File: src/rtl/counter_pkg.sv
// -----------------------------------------------------------------------------
// counter_pkg
// Shared encodings for the limit counter: counting-mode field and the
// RUN/HALT state of the control FSM.
// -----------------------------------------------------------------------------
package counter_pkg;

    // Counting-mode field as presented on i_MODE. The reserved code
    // behaves exactly like STOP.
    typedef enum logic [1:0] {
        MODE_STOP = 2'b00,
        MODE_WRAP = 2'b01,
        MODE_SAT  = 2'b10,
        MODE_RSVD = 2'b11
    } mode_e;

    typedef enum logic {
        ST_RUN  = 1'b0,
        ST_HALT = 1'b1
    } state_e;

endpackage : counter_pkg

File: src/rtl/ovf_event_counter.sv
// -----------------------------------------------------------------------------
// ovf_event_counter
// Saturating count of overflow/underflow events.
//
// Ports
//   clk    : clock, rising edge
//   rst    : synchronous active-high reset
//   clr    : clear count to zero
//   inc    : one event this cycle
//   count  : registered event count, sticks at all-ones
//
// A clear coincident with an event leaves the count at 1: the event is not
// lost to the clear.
// -----------------------------------------------------------------------------
module ovf_event_counter #(
    parameter int EVT_BITS = 8
) (
    input  logic                clk,
    input  logic                rst,
    input  logic                clr,
    input  logic                inc,
    output logic [EVT_BITS-1:0] count
);

    localparam logic [EVT_BITS-1:0] EVT_MAX = '1;
    localparam logic [EVT_BITS-1:0] EVT_ONE = EVT_BITS'(1);

    always_ff @(posedge clk) begin
        if (rst) begin
            count <= '0;
        end else if (clr) begin
            count <= inc ? EVT_ONE : '0;
        end else if (inc && (count != EVT_MAX)) begin
            count <= count + EVT_ONE;
        end
    end

endmodule : ovf_event_counter

File: src/rtl/counter_limit_multi.sv
// -----------------------------------------------------------------------------
// counter_limit_multi
// Up/down counter bounded by a run-time limit, with STOP / WRAP / SAT
// behaviour at the boundary, a sticky overflow flag, a wrap pulse and a
// saturating event counter.
//
// Ports
//   i_CLK        : clock, rising edge
//   i_RST        : synchronous active-high reset
//   i_EN         : count enable
//   i_DIR        : 0 = up, 1 = down
//   i_MODE       : 00 STOP, 01 WRAP, 10 SAT, 11 = STOP
//   i_LIM        : inclusive upper limit, may change any cycle
//   i_LOAD       : load strobe (beats counting and clear)
//   i_LOAD_VAL   : value taken on i_LOAD, not clamped
//   i_CLR        : clear overflow flag and event count, release HALT
//   o_COUNT      : current count
//   o_OVERFLOW   : sticky boundary-event flag
//   o_WRAP       : one-cycle pulse following a WRAP-mode event
//   o_HALTED     : FSM is in HALT
//   o_EVT_CNT    : saturating number of boundary events
// All outputs come straight from registers.
// -----------------------------------------------------------------------------
module counter_limit_multi
    import counter_pkg::*;
#(
    parameter int COUNTER_BITS = 32,
    parameter int EVT_BITS     = 8
) (
    input  logic                    i_CLK,
    input  logic                    i_RST,
    input  logic                    i_EN,
    input  logic                    i_DIR,
    input  logic [1:0]              i_MODE,
    input  logic [COUNTER_BITS-1:0] i_LIM,
    input  logic                    i_LOAD,
    input  logic [COUNTER_BITS-1:0] i_LOAD_VAL,
    input  logic                    i_CLR,
    output logic [COUNTER_BITS-1:0] o_COUNT,
    output logic                    o_OVERFLOW,
    output logic                    o_WRAP,
    output logic                    o_HALTED,
    output logic [EVT_BITS-1:0]     o_EVT_CNT
);

    localparam logic [COUNTER_BITS-1:0] CNT_ONE = COUNTER_BITS'(1);

    state_e                  state_q, state_d;
    logic [COUNTER_BITS-1:0] count_q, count_d;
    logic                    ovf_q, ovf_d;
    logic                    wrap_q, wrap_d;
    logic                    evt_inc;
    logic                    evt_clr;
    logic                    bnd_event;
    mode_e                   mode;

    assign mode = mode_e'(i_MODE);

    // NOTE: every signal gets a default before any branch, so no path leaves
    // a combinational output unassigned and no latch is inferred.
    always_comb begin
        state_d   = state_q;
        count_d   = count_q;
        ovf_d     = ovf_q;
        wrap_d    = 1'b0;
        evt_inc   = 1'b0;
        evt_clr   = 1'b0;
        bnd_event = 1'b0;

        if (i_LOAD) begin
            // Load replaces the count and resumes; no step, flags untouched.
            count_d = i_LOAD_VAL;
            state_d = ST_RUN;
        end else begin
            if (i_CLR) begin
                ovf_d   = 1'b0;
                evt_clr = 1'b1;
                state_d = ST_RUN;
            end

            // Stepping is gated by the current state, so a clear issued in
            // HALT only resumes; counting starts on the following cycle.
            if (i_EN && (state_q == ST_RUN)) begin
                if (!i_DIR) begin
                    if (count_q >= i_LIM) begin
                        bnd_event = 1'b1;
                        unique case (mode)
                            MODE_WRAP: begin
                                count_d = '0;
                                wrap_d  = 1'b1;
                            end
                            MODE_SAT:  count_d = i_LIM;
                            default: begin
                                count_d = i_LIM;
                                state_d = ST_HALT;
                            end
                        endcase
                    end else begin
                        count_d = count_q + CNT_ONE;
                    end
                end else begin
                    if (count_q == '0) begin
                        bnd_event = 1'b1;
                        unique case (mode)
                            MODE_WRAP: begin
                                count_d = i_LIM;
                                wrap_d  = 1'b1;
                            end
                            MODE_SAT:  count_d = '0;
                            default: begin
                                count_d = '0;
                                state_d = ST_HALT;
                            end
                        endcase
                    end else if (count_q > i_LIM) begin
                        // Limit dropped below the count: pull back in range
                        // first rather than stepping.
                        count_d = i_LIM;
                    end else begin
                        count_d = count_q - CNT_ONE;
                    end
                end

                // An event in the same cycle as a clear wins over the clear.
                if (bnd_event) begin
                    ovf_d   = 1'b1;
                    evt_inc = 1'b1;
                end
            end
        end
    end

    // NOTE: state registers use non-blocking assignments so every register
    // samples the pre-edge values regardless of statement order.
    always_ff @(posedge i_CLK) begin
        if (i_RST) begin
            state_q <= ST_RUN;
            count_q <= '0;
            ovf_q   <= 1'b0;
            wrap_q  <= 1'b0;
        end else begin
            state_q <= state_d;
            count_q <= count_d;
            ovf_q   <= ovf_d;
            wrap_q  <= wrap_d;
        end
    end

    ovf_event_counter #(
        .EVT_BITS (EVT_BITS)
    ) u_evt (
        .clk   (i_CLK),
        .rst   (i_RST),
        .clr   (evt_clr),
        .inc   (evt_inc),
        .count (o_EVT_CNT)
    );

    assign o_COUNT    = count_q;
    assign o_OVERFLOW = ovf_q;
    assign o_WRAP     = wrap_q;
    assign o_HALTED   = (state_q == ST_HALT);

endmodule : counter_limit_multi

File: config.mk
export PLATFORM = sky130hd
export DESIGN_NAME = counter_limit_multi
export DESIGN_NICKNAME = d
export VERILOG_FILES = /design/src/rtl/counter_pkg.sv /design/src/rtl/ovf_event_counter.sv /design/src/rtl/counter_limit_multi.sv
export SDC_FILE = /design/constraint.sdc
export NUM_CORES = 1
export LEC_CHECK = 0
export ABC_CLOCK_PERIOD_IN_PS = 2860
export BUFFER_PORTS_ARGS = -buffer_cell sky130_fd_sc_hd__buf_4
export CAP_MARGIN = 20
export CORE_ASPECT_RATIO = 1.4
export CORE_MARGIN = 2
export CORE_UTILIZATION = 51
export CTS_BUF_LIST = sky130_fd_sc_hd__clkbuf_8 sky130_fd_sc_hd__clkbuf_16
export DETAILED_ROUTE_END_ITERATION = 8
export PLACE_DENSITY = 0.82
export REMOVE_ABC_BUFFERS = 1
export SLEW_MARGIN = 25
export SYNTH_ARGS = -nofsm -noshare
export SYNTH_HDL_FRONTEND = slang
export SYNTH_SLANG_ARGS = --single-unit
File: constraint.sdc
create_clock -name i_CLK -period 2.86 [get_ports i_CLK]
set_input_delay 0.429 -clock i_CLK [delete_from_list [all_inputs] [get_ports i_CLK]]
set_output_delay 0.429 -clock i_CLK [all_outputs]
set_load 0.01 [all_outputs]
; After elaboration in Yosys (flattened, before gate mapping)
; Index checks and enable logic that the tools add are counted.
; W data, S select, Z words.
[op_classes]
add_sub_neg = 3
n_lt_le_gt_ge = 2
n_bitwise = 2
n_reduce_logical = 8
n_mux = 34
eq_ne = 3
[op_table]
columns = operator, count
row1 = $mux W32, 8
row2 = $add A32 B1 Y32 const B, 1
row3 = $ge A32 B32 Y1, 1
row4 = $gt A32 B32 Y1, 1
row5 = $logic_not A32 Y1, 1
row6 = $sub A32 B1 Y32 const B, 1
row7 = $mux W1, 24
row8 = $mux W8, 2
row9 = $add A8 B1 Y8 const B, 1
row10 = $ne A8 B8 Y1 const B, 1
row11 = $reduce_bool A2 Y1, 2
row12 = $reduce_or A2 Y1, 2
row13 = $reduce_or A3 Y1, 1
row14 = $eq A2 B1 Y1 const B, 1
row15 = $eq A2 B2 Y1 const B, 1
row16 = $logic_and A1 B1 Y1, 2
row17 = $not A1 Y1, 2
[totals]
elab_cells = 57
in_bits = 72
out_inout_bits = 43
reg_bits = 43

; Logic depth before layout (Yosys ltp)
[depth]
depth_word = 11
depth_mapped = 13
ltp_nobuf = 10

; Modules after synthesis
; From an unflattened synthesis, not the netlist that was laid out.
[hier_totals]
cells_unflattened = 733
hier_area_um2 = 5082.4
[by_module_without_submodules]
columns = module, cells_per_inst, n_inst, seq_area_each_um2, area_each_um2
row1 = counter_limit_multi, 680, 1, 700.7, 4638.2
row2 = ovf_event_counter, 53, 1, 160.2, 444.2

; Worst setup path after synthesis
; Ideal clock, no wire load.
[synth_path]
path_kind = register to register
startpoint = register count_q[0] (netlist: o_COUNT[0])
endpoint = register count_q[2] (netlist: o_COUNT[2])
arrival_time_ns = 2.653
setup_time_ns = 0.095
setup_slack_ns = 0.112
stages_incl_launch_ff = 11
path_buffers = 0
required_time_ns = 2.765
period_less_slack_ns = 2.748
path_cell_list = dfxtp_1 -> inv_1 -> ha_1 -> nor2b_1 -> o211ai_1 -> a2111o_1 -> a311oi_2 -> nor2_1 -> or3_1 -> a31o_1 -> a221oi_1
[synth_via]
elab_chain_len = 6
word_cells_on_any_way = 11
cone_classes = 2 x add/sub / 2 x order compare / 6 x mux / 1 x reduce/logical
[synth_lines]
columns = item, line_no
row1 = start: declaration, counter_limit_multi.sv:49  ; logic [COUNTER_BITS-1:0] count_q, count_d;
row2 = start signal: assignment, counter_limit_multi.sv:143  ; count_q <= count_d;
row3 = $sub A32 B1 Y32 / $gt A32 B32 Y1 (equally long branches), "counter_limit_multi.sv:120, counter_limit_multi.sv:115"
row4 = $mux W32, counter_limit_multi.sv:115  ; end else if (count_q > i_LIM) begin
row5 = $mux W32, counter_limit_multi.sv:102  ; if (count_q == '0) begin
row6 = $mux W32 (*), counter_limit_multi.sv:84  ; if (!i_DIR) begin
row7 = $mux W32 (*), counter_limit_multi.sv:83  ; if (i_EN && (state_q == ST_RUN)) begin
row8 = $mux W32 (*), counter_limit_multi.sv:70  ; if (i_LOAD) begin
; Every way passes the cells marked *; elsewhere a longest branch is shown, timed or not. The select of a mux whose other input is x is not followed.
; A chain may end at the register's enable or synchronous reset.

; Worst setup path after layout
[layout_path]
startpoint = register count_q[31] (netlist: o_COUNT[31])
endpoint = register count_q[2] (netlist: o_COUNT[2])
[layout_via]
elab_chain_len = 6
word_cells_on_any_way = 9
cone_classes = 2 x order compare / 6 x mux / 1 x reduce/logical
[layout_lines]
columns = item, line_no
row1 = $gt A32 B32 Y1, counter_limit_multi.sv:115
row2 = $mux W32, counter_limit_multi.sv:115
row3 = $mux W32, counter_limit_multi.sv:102
row4 = $mux W32 (*), counter_limit_multi.sv:84
row5 = $mux W32 (*), counter_limit_multi.sv:83
row6 = $mux W32 (*), counter_limit_multi.sv:70
; Marks and branches as above.

==> flow_summary.ini <==
[cells_and_area]
layout-drive-gt1-share = 0.3337
layout_commonest_cell = buf_4
post-route-cell-area_um2 = 7137
fin_nets = 985
mostFrequentLayoutCells = 223 x buf_4, 58 x nand2_1, 52 x nor2_1
syn2layout_area_growth_pct = 42.89
diodes = 0
fillers = 730

[die]
initial_core_util = 0.5251
ioPinCount = 115
die-width_um = 87.64
die_area_um2 = 10610
coreArea_um2 = 9512
die_y_um = 121.1
fp-row-count = 42

[cts]
root_buffer = clkbuf_16
cts-htree-levels = 2
clock_latency_ns = 0.30
cts.hold.buffers_added = 0
cts_buffers = 5
cts_sinks = 43
cts.path.max_buffers = 2
cts.clk_slew.worst_paths_ns = 0.07
cts_tree = yes

[routing]
drcViolationCount = 0
drt_pass1_iterations = 6
drt_iter0_drc = 550
vias_per_cell = 6.389
wl_mm = 20.17
routedWlPerCell_um = 19.97
drtAntennaViolNets = 0
vias = 6453

[sta]
setup_viol = 0
fmax_ghz = 0.3524
rsz0062_at_grt = true
finClkSkew_ns = 0.008053
finalCritPeriodShare = 0.9922
finalHoldViolCount = 0
worstMarginPinSlew_ns = 0.7536
drv_slew = 0
setup_tns_ns = 0
maxSlewHeadroom = 0.4957
setup_slack_ns = 0.02230
finalCriticalPeriod_ns = 2.838

[setup_path]
required_ns = 3.08
path_max_fanout = 8
arrival_ns = 3.05
slowest_delay_ns = 0.48
critPathKind = register to register
endpoint_kind = register
start_kind = register
path_cells = ha_4, nand4_1, or3_4, o22a_1, nand3b_1, buf_6, nor2_4, or3_1, a31o_1, a221oi_2
crit_slowest_cell = or3_4

[synth]
netlist_area_um2 = 4995
synth_ff_type = dfxtp_1
yosys_warnings = 0
synth_area_leaders = dfxtp_1 17%, ha_1 9.0%, xnor2_1 5.6%
synthDistinctLibCells = 63
syn_inst = 693
synth-edff-count = 0
synth_seq_cells = 43
synth_top_cell_by_area = dfxtp_1
synthArstFlopShare = 0
ys_seq_area_frac = 0.1723
syn_avg_cell_area_um2 = 7.207
synth_top_area_frac = 0.1723

[global_routing]
grt_overflow = 0
track_usage = 0.3603
grt_pass1_vias = 6302
antenna_found_initial = 0
grt_max_degree = 35
grt_pass1_wl_mm = 30.43

[min_path]
hp-class = input pin to register

[placed_design]
portBuffers = 114
postPlaceCellArea_um2 = 6619
gp_congestion = 1.016
pre_cts_ws_ns = -0.2775
hpwl_mm = 14.21

[pwr]
power_leakage_nw = 3.196
peakVddDrop_mv = 0.2949
p_per_area_nw_per_um2 = 358.7

[run]
drv_cap = 0

[outcome]
outcome = completed
## path summary, 6_finish.rpt
check | to | from | slack [ns] | depth (start not counted)
setup / recovery | o_COUNT[2] | o_COUNT[31] | 0.02 | 10
setup reg to reg | o_COUNT[2] | o_COUNT[31] | 0.02 | 10
hold reg to reg | o_OVERFLOW | o_OVERFLOW | 0.49 | 2
hold / removal | o_COUNT[17] | i_LOAD_VAL[17] | 0.40 | 3
## power by group
group	switching [W]	leakage [nW]	total [W]	internal [W]
logic	0.000685	2.77	0.00126	0.000573
clock network	0.000296	0.0664	0.000624	0.000328
registers	0.0000350	0.356	0.000677	0.000642
total	0.00102	3.20	0.00256	0.00154
## worst max-delay path: cells and delay by family (launching register included)
kind | cells | cell delay (ns)
flip-flops | 1 | 0.34
adder cells (fa/ha/maj) | 1 | 0.26
buffers and inverters | 1 | 0.13
AND/OR/NAND/NOR | 5 | 1.33
AO/OA/AOI/OAI | 3 | 0.69
## flip-flops by register name, summed over array words and instances (netlist names)
register     flops
u_evt.count      8
o_OVERFLOW       1
o_COUNT         32
o_WRAP           1
o_HALTED         1
## through the flow
step | cells | total power [W] | util | hold slack, ns
2_1_floorplan | 638 | 0.001254 | - | 0.4745
3_3_place_gp | 993 | 0.001789 | 0.6959 | 0.4523
3_5_place_dp | 993 | 0.001816 | 0.6959 | 0.4806
4_1_cts | 1001 | 0.002428 | 0.7134 | 0.4075
5_1_grt | 1010 | 0.002659 | 0.7503 | 0.4211
6_report | 1010 | 0.002560 | 0.7503 | 0.4004
## per-layer routing
metal	up-vias	wire [um]	GRT usage
li1	2935	-	-
met3	87	1730	0.04014
met4	0	1044	0.2135
met1	3048	7293	0.4104
met5	-	0	0
met2	383	10110	0.6312
## layout make-up
type,count,area [um^2],area share
clock buffers,5,125.1,0.01753
flip-flops and latches,43,868.3,0.1217
multi-input cells,552,3964,0.5554
repair buffers,232,1829,0.2563
well taps,132,165.2,0.02314
clock inverters,3,23.77,0.003331
inverters,43,161.4,0.02262
## cell families after synthesis
kind of cell	share of synthesized area
simple gates	0.2861
compound gates	0.2545
buf+inv	0.08567
xor+xnor	0.1070
flops	0.1723
fa+ha+maj	0.09018
mux	0.004258
## cells in the mapped netlist (5+ instances only)
cell / n
a211oi_1: 21
a21oi_1: 46
a221oi_1: 24
a221oi_2: 6
a31oi_1: 9
and3_1: 17
and4_1: 8
buf_2: 18
clkbuf_1: 30
dfxtp_1: 43
ha_1: 36
inv_1: 43
nand2_1: 58
nand2b_1: 5
nand3_1: 22
nand4_1: 17
nor2_1: 53
nor3_1: 43
nor3b_1: 5
nor4_1: 15
o211ai_1: 7
o21ai_0: 30
o32ai_1: 15
or3_1: 14
xnor2_1: 32
xor2_1: 29
## repair_timing
action / in CTS / in global routing
pin swaps: 1 / 20
buffers inserted: 0 / 7
endpoints found under the setup margin: 5 / 33
gates resized for setup: 2 / 41
gates cloned: 0 / 2
Note: power is estimated with default switching activity, not from simulation.
